--- config.mk ---
export PLATFORM = sky130hd
export DESIGN_NAME = axi_cfg_arbiter
export DESIGN_NICKNAME = d
export VERILOG_FILES = /design/src/rtl/axi_cfg_pkg.sv /design/src/rtl/rr_arbiter.sv /design/src/rtl/axi_cfg_arbiter.sv
export SDC_FILE = /design/constraint.sdc
export NUM_CORES = 1
export LEC_CHECK = 0
export CORE_AREA = 2 2 127 129
export CTS_CLUSTER_DIAMETER = 120
export DETAILED_ROUTE_END_ITERATION = 8
export DIE_AREA = 0 0 129 131
export PLACE_DENSITY = 0.74
export SYNTH_ARGS = -nofsm -noshare
export SYNTH_HDL_FRONTEND = slang
export SYNTH_HIERARCHICAL = 1
export SYNTH_SLANG_ARGS = --single-unit
--- constraint.sdc ---
create_clock -name aclk -period 4.7 [get_ports aclk]
set_input_delay 1.175 -clock aclk [delete_from_list [all_inputs] [get_ports aclk]]
set_output_delay 1.175 -clock aclk [all_outputs]
set_load 0.05 [all_outputs]
--- src/rtl/axi_cfg_pkg.sv ---
// axi_cfg_pkg: shared FSM encoding and AXI response codes for the config arbiter
package axi_cfg_pkg;
  typedef enum logic [2:0] {IDLE, WADDR, WRESP, RADDR, RRESP, DONE} state_e;
  localparam logic [1:0] OKAY   = 2'b00;
  localparam logic [1:0] SLVERR = 2'b10;
endpackage

--- src/rtl/rr_arbiter.sv ---
// rr_arbiter: round-robin pick over a request vector; search starts after the last enabled grant
module rr_arbiter #(
  parameter  int N  = 2,
  localparam int IW = $clog2(N)
) (
  input  logic          aclk,
  input  logic          aresetn,
  input  logic [N-1:0]  req,
  input  logic          en,
  output logic [N-1:0]  grant,
  output logic [IW-1:0] idx
);
  logic [IW-1:0] ptr;
  logic [IW-1:0] c;
  // Descending scan so the candidate closest to ptr is written last and wins
  always_comb begin
    idx = '0;
    c = '0;
    for (int i = N - 1; i >= 0; i--) begin
      c = IW'((int'(ptr) + i) % N);
      if (req[c]) idx = c;
    end
    grant = (|req) ? N'(1) << idx : '0;
  end
  always_ff @(posedge aclk or negedge aresetn)
    if (!aresetn) ptr <= '0;
    else if (en && |req) ptr <= (idx == IW'(N - 1)) ? '0 : idx + 1'b1;
endmodule

--- src/rtl/axi_cfg_arbiter.sv ---
// axi_cfg_arbiter: funnels NUM_REQ simple request ports onto one AXI4-Lite master,
// one transaction in flight, round-robin between requesters.
module axi_cfg_arbiter
  import axi_cfg_pkg::*;
#(
  parameter  int NUM_REQ        = 2,
  parameter  int AXI_ADDR_WIDTH = 32,
  parameter  int AXI_DATA_WIDTH = 32,
  localparam int IW             = $clog2(NUM_REQ),
  localparam int SW             = AXI_DATA_WIDTH / 8
) (
  input  logic                              aclk,
  input  logic                              aresetn,
  input  logic [NUM_REQ-1:0]                req_valid,
  output logic [NUM_REQ-1:0]                req_ready,
  input  logic [NUM_REQ-1:0]                req_we,
  input  logic [NUM_REQ*AXI_ADDR_WIDTH-1:0] req_addr,
  input  logic [NUM_REQ*AXI_DATA_WIDTH-1:0] req_wdata,
  input  logic [NUM_REQ*SW-1:0]             req_wstrb,
  output logic [NUM_REQ-1:0]                rsp_valid,
  output logic [AXI_DATA_WIDTH-1:0]         rsp_rdata,
  output logic [1:0]                        rsp_resp,
  output logic                              busy,
  output logic [IW-1:0]                     grant_idx,
  output logic [AXI_ADDR_WIDTH-1:0]         m_axi_awaddr,
  output logic                              m_axi_awvalid,
  input  logic                              m_axi_awready,
  output logic [AXI_DATA_WIDTH-1:0]         m_axi_wdata,
  output logic [SW-1:0]                     m_axi_wstrb,
  output logic                              m_axi_wvalid,
  input  logic                              m_axi_wready,
  input  logic [1:0]                        m_axi_bresp,
  input  logic                              m_axi_bvalid,
  output logic                              m_axi_bready,
  output logic [AXI_ADDR_WIDTH-1:0]         m_axi_araddr,
  output logic                              m_axi_arvalid,
  input  logic                              m_axi_arready,
  input  logic [AXI_DATA_WIDTH-1:0]         m_axi_rdata,
  input  logic [1:0]                        m_axi_rresp,
  input  logic                              m_axi_rvalid,
  output logic                              m_axi_rready
);
  state_e                    state, nxt;
  logic [NUM_REQ-1:0]        grant;
  logic [IW-1:0]             win;
  logic                      accept, aw_hs, w_hs, aw_done, w_done;
  logic [AXI_ADDR_WIDTH-1:0] addr_q;
  logic [AXI_DATA_WIDTH-1:0] wdata_q;
  logic [SW-1:0]             wstrb_q;

  rr_arbiter #(.N(NUM_REQ)) u_rr (
    .aclk    (aclk),
    .aresetn (aresetn),
    .req     (req_valid),
    .en      (state == IDLE),
    .grant   (grant),
    .idx     (win)
  );

  assign accept = state == IDLE && |req_valid;
  assign aw_hs  = m_axi_awvalid && m_axi_awready;
  assign w_hs   = m_axi_wvalid && m_axi_wready;

  always_ff @(posedge aclk or negedge aresetn)
    if (!aresetn) state <= IDLE;
    else state <= nxt;

  always_comb begin
    nxt = state;
    case (state)
      IDLE:    if (accept) nxt = req_we[win] ? WADDR : RADDR;
      WADDR:   if ((aw_done || aw_hs) && (w_done || w_hs)) nxt = WRESP;
      WRESP:   if (m_axi_bvalid) nxt = DONE;
      RADDR:   if (m_axi_arready) nxt = RRESP;
      RRESP:   if (m_axi_rvalid) nxt = DONE;
      default: nxt = IDLE;
    endcase
  end

  // AW and W retire independently; each valid drops once its own handshake is recorded
  always_comb begin
    req_ready     = (state == IDLE) ? grant : '0;
    m_axi_awvalid = state == WADDR && !aw_done;
    m_axi_wvalid  = state == WADDR && !w_done;
    m_axi_bready  = state == WRESP;
    m_axi_arvalid = state == RADDR;
    m_axi_rready  = state == RRESP;
    m_axi_awaddr  = addr_q;
    m_axi_araddr  = addr_q;
    m_axi_wdata   = wdata_q;
    m_axi_wstrb   = wstrb_q;
    rsp_valid     = (state == DONE) ? NUM_REQ'(1) << grant_idx : '0;
    busy          = state != IDLE;
  end

  always_ff @(posedge aclk or negedge aresetn)
    if (!aresetn) begin
      grant_idx <= '0;
      addr_q    <= '0;
      wdata_q   <= '0;
      wstrb_q   <= '0;
      aw_done   <= 1'b0;
      w_done    <= 1'b0;
      rsp_rdata <= '0;
      rsp_resp  <= OKAY;
    end else begin
      if (accept) begin
        grant_idx <= win;
        addr_q    <= req_addr[win*AXI_ADDR_WIDTH +: AXI_ADDR_WIDTH];
        wdata_q   <= req_wdata[win*AXI_DATA_WIDTH +: AXI_DATA_WIDTH];
        wstrb_q   <= req_wstrb[win*SW +: SW];
        aw_done   <= 1'b0;
        w_done    <= 1'b0;
      end
      if (aw_hs) aw_done <= 1'b1;
      if (w_hs) w_done <= 1'b1;
      if (m_axi_bvalid && m_axi_bready) begin
        rsp_resp  <= m_axi_bresp;
        rsp_rdata <= '0;
      end
      if (m_axi_rvalid && m_axi_rready) begin
        rsp_resp  <= m_axi_rresp;
        rsp_rdata <= m_axi_rdata;
      end
    end
endmodule

* Yosys cells after proc, flatten, opt, wreduce, memory -nomap -nowiden
Index checks and enable logic that the tools add are counted.
** Cells by class
- Equality and inequality tests :: 10
- Order comparisons :: 3
- Add/sub/neg operators :: 2
- Reductions and logical operators :: 19
- Shift operators :: 5
- Mux-type cells :: 26
** Operator list (count)
- $shiftx 64x7->32 :: 2
- $mux 32 :: 2
- $mux 3 :: 5
- $pmux 3 s5 :: 1
- $mux 1 :: 12
- $mux 2 :: 6
- $logic_and 1x1->1 :: 8
- $ne 2x2->1 const B :: 4
- $shiftx 8x4->4 :: 1
- $eq 3x2->1 const B :: 2
- $eq 3x3->1 const B :: 2
- $lt 1x2->1 const B :: 3
- $reduce_bool 2->1 :: 3
- $reduce_and 5->1 :: 1
- $shl 1x1->2 const A :: 2
- $eq 3x1->1 const B :: 1
- $logic_not 3->1 :: 1
- $reduce_bool 3->1 :: 1
- $add 1x1->1 const B :: 2
- $logic_not 1->1 :: 2
- $logic_or 1x1->1 :: 2
- $ne 2x1->1 const B :: 1
- $reduce_or 2->1 :: 1
** Storage, ports and cells
- Bits in registers :: 109
- Output and inout port bits :: 145
- Word-level logic and storage cells :: 75

* Logic depth before layout (Yosys ltp)
- Depth in word-level cells :: 10
- Mapped depth :: 8

* Hierarchy
The synthesis kept the hierarchy.
** Modules (own cells, without submodules)
- axi_cfg_arbiter :: sequential area each 2702.6 µm², cells each 460, times used 1, area each 5017.3 µm²
- rr_arbiter :: sequential area each 25.0 µm², cells each 7, times used 1, area each 62.6 µm²

* Worst setup path before layout
No wires, ideal clock.
- Path kind :: reg2out
- From :: register state[0]
- To :: output port rsp_valid[0]
- Stages on the path, launching flop included :: 4
- Path slack :: 1641 ps
- Required time :: 3525 ps
- Arrival :: 1884 ps
- Path through :: dfrtp_1 buf_2 inv_1 nor3_1
** Between the ends
- Longest elaborated chain between the ends :: 2
** Ends and longest elaborated chain
- from (decl) :: RTL line axi_cfg_arbiter.sv:43 : state_e state, nxt;
- from (signal assigned) :: RTL line axi_cfg_arbiter.sv:66 : else state <= nxt;
- $eq 3x3->1 :: RTL line axi_cfg_arbiter.sv:92 : rsp_valid = (state == DONE) ? NUM_REQ'(1) << grant_idx : '0;
- $mux 2 :: RTL line axi_cfg_arbiter.sv:92
- to (decl) :: RTL line axi_cfg_arbiter.sv:20 : output logic [NUM_REQ-1:0] rsp_valid,
Every way passes these cells.

* Final worst setup path
- From :: input port req_valid[0]
- To :: output port req_ready[0]
** Between the ends
- Longest elaborated chain between the ends :: 7
- Elaborated cells on any way between the ends :: 10
- Those cells by class :: shift (1); mux (8); reduce/logical (1)
** Ends and longest elaborated chain
- from (decl) :: RTL line axi_cfg_arbiter.sv:14 : input logic [NUM_REQ-1:0] req_valid,
- $mux 1 (implied by the code) (2 in a row) :: RTL line rr_arbiter.sv:21 : if (req[c]) idx = c;
- $mux 1 (2 in a row) :: RTL line rr_arbiter.sv:21
- $shl 1x1->2 :: RTL line rr_arbiter.sv:23 : grant = (|req) ? N'(1) << idx : '0;
- $mux 2 * :: RTL line rr_arbiter.sv:23
- named net grant[0] :: RTL line axi_cfg_arbiter.sv:44 : logic [NUM_REQ-1:0] grant;
- $mux 2 * :: RTL line axi_cfg_arbiter.sv:82 : req_ready = (state == IDLE) ? grant : '0;
- to (decl) :: RTL line axi_cfg_arbiter.sv:15 : output logic [NUM_REQ-1:0] req_ready,
The timed path passes the listed nets; every way through them passes the cells marked *. The select of a mux whose other input is x is not followed.

==> results.json <==
{
  "async_reset_ff_share_pct": 100,
  "yosys_register_bits": 109,
  "synth-edff-count": 0,
  "port_buffers": 327,
  "start_util_pct": 32.6,
  "syn_avg_cell_area_um2": 10.9,
  "tritoncts": "done",
  "fillers": 1377,
  "synth_seq_area_share_pct": 53.7,
  "cts_made_buffers": 9,
  "post-route-period-util_pct": 89.2,
  "ys_top_cells_by_area": "dfrtp_1 (54%), mux2i_1 (14%), a22o_1 (5.9%), o21ai_0 (5.8%), nand2_1 (5.7%)",
  "endpoint": "req_ready[0]",
  "die_h_um": 131,
  "timing.rr.end": "rsp_rdata[16]",
  "power.density_nw_per_um2": 748,
  "synth_top_cells_by_count": "dfrtp_1 (109), nand2_1 (77), mux2i_1 (73)",
  "fmax_mhz": 238,
  "reg2reg_slack_ns": 2.57,
  "gp_congestion": 0.816,
  "utilization_pct": 55.2,
  "dpl.hpwl_um": 12600,
  "r2r_start": "state[2]",
  "multi_input_area_um2": 1950,
  "crit_start": "req_valid[0]",
  "cp.required_ns": 3.52,
  "power.leakage_uw": 0.00370,
  "grt_pass1_vias": 4554,
  "layout-drive-gt1-share_pct": 3.60,
  "synth_top_cell_by_area": "dfrtp_1",
  "hold_slack_ns": 0.480,
  "antenna_found_initial": 0,
  "post-synth-top-count-cell": "dfrtp_1",
  "grt_overflow_total": 0,
  "cts_setup_buffers": 0,
  "ff2ff_path_depth": 3,
  "die_area_um2": 16900,
  "grtUsageTotal_pct": 18.3,
  "cts_num_sinks": 109,
  "crit_type": "in -> out",
  "grt_pass1_wl_um": 23900,
  "firstDrtPassIters": 4,
  "rows": 46,
  "run_status": "finished, final reports clean",
  "clk_pin_slew_worst_paths_ns": 0.07,
  "clk_latency_ns": 0.35,
  "seqCellArea_um2": 2730,
  "via_per_inst": 4.66,
  "vias": 4503,
  "yosysWarnings": 6,
  "synth_flop_cell": "dfrtp_1",
  "drt_wl_total_um": 16000,
  "dp_worst_setup_slack_ns": 0.493,
  "htreeDepth": 3,
  "grt_max_degree": 85,
  "path_max_fanout": 7,
  "cts_resized": 0,
  "rsz0062_at_grt": "no",
  "netlist-cell-type-count": 36,
  "period_needed_ns": 4.19,
  "cp.arrival_ns": 3.02,
  "slew_violations": 0,
  "postCtsHoldBufs": 0,
  "diodes": 0,
  "syn-instance-count": 467,
  "cp-end-kind": "primary output",
  "place_inst": 951,
  "final_cells": 967,
  "clockBufferDepth": 2,
  "crit_path_start_kind": "primary input",
  "cts-root-buf": "clkbuf_16",
  "hold_violations": 0,
  "worstMarginPinSlew_ns": 1.31,
  "setup_violations": 0,
  "area_growth_pct": 69.4,
  "syn_nets": 650,
  "ir_drop_mv": 0.340,
  "final_antenna_net_count": 0,
  "setup_slack_ns": 0.506,
  "core_area_um2": 15600,
  "synth_top_area_share_pct": 53.7,
  "max_cap_viol_count": 0,
  "slew_headroom_pct": 12.5,
  "timing.setup.tns_ns": 0,
  "drc_errors": 0,
  "post_drt_wl_per_cell_um": 16.6,
  "die_w_um": 129,
  "fin_skew_ns": 0.00795,
  "hp-class": "reg -> reg",
  "netlist_area_um2": 5080,
  "dr.first_iter.drc_count": 88,
  "io_pins": 328,
  "nets": 929
}
==> kinds of logic after synthesis <==
| logic type | share of synthesized area [%] |
|---|---|
| flip-flops | 53.7 |
| AO/OA/AOI/OAI | 14.9 |
| buffers and inverters | 8.37 |
| AND/OR/NAND/NOR | 8.42 |
| multiplexers | 14.6 |
==> stage by stage <==
| stage | cell area (um2) | power [uW] |
|---|---|---|
| after CTS | 8600 | 6500 |
| final | 8600 | 6440 |
| after global routing | 8600 | 6760 |
| after floorplan | 5080 | 4410 |
| after detailed placement | 8290 | 5670 |
| after global placement | 8290 | 5610 |
==> flip-flops by register name, summed over array words and instances, names as in the netlist, 2 cells and up <==
| name | count |
|---|---|
| state | 3 |
| m_axi_wdata | 32 |
| rsp_rdata | 32 |
| m_axi_araddr | 32 |
| rsp_resp | 2 |
| m_axi_wstrb | 4 |
==> area by class of cell <==
type / count / share of cell area (%)
clock inverter: 3 / 0.800
sequential: 109 / 31.7
tap: 216 / 3.14
inverter: 4 / 0.174
timing repair buffer: 332 / 38.6
clock buffer: 13 / 2.91
multi-input combinational: 290 / 22.7
==> where the power goes <==
part / switching (uW) / internal [uW] / total (uW)
registers: 307 / 1340 / 1640
logic: 2650 / 1330 / 3980
clock network: 328 / 484 / 811
total: 3280 / 3150 / 6440
==> worst min-delay path by stage <==
stage                         start         endpoint  cells past startpoint
floorplan                  u_rr/ptr         u_rr/ptr                      1
global placement     m_axi_wstrb[0]   m_axi_wstrb[0]                      2
detailed placement  m_axi_wdata[16]  m_axi_wdata[16]                      2
CTS                 m_axi_wdata[16]  m_axi_wdata[16]                      2
global route        m_axi_wdata[17]  m_axi_wdata[17]                      2
finish              m_axi_wdata[16]  m_axi_wdata[16]                      2
==> worst max-delay path, stage by stage <==
cell	delay (ns)
clkdlybuf4s50_1	0.68
a21boi_0	0.22
and2_1	0.14
clkdlybuf4s50_1	0.80
==> per-layer routing <==
metal	GRT usage, %	vias to the layer above	routed length [um]
met5	0	-	0
met4	7.54	0	344
met3	3.87	22	1020
met2	33.1	197	8460
met1	21.2	2123	6180
li1	-	2161	-
==> cells in the final DEF (no fill, tap or decap), drive strengths merged, types with 3 or more instances in the layout <==
cell type / count
o21ai: 71
nor2: 6
clkdlybuf4s50: 326
inv: 4
dfrtp: 109
nor3: 3
buf: 6
a21oi: 3
mux2i: 73
nand2: 77
a22o: 34
clkbuf: 13
o22ai: 3
a21boi: 3
(Power assumes the default switching activity.)
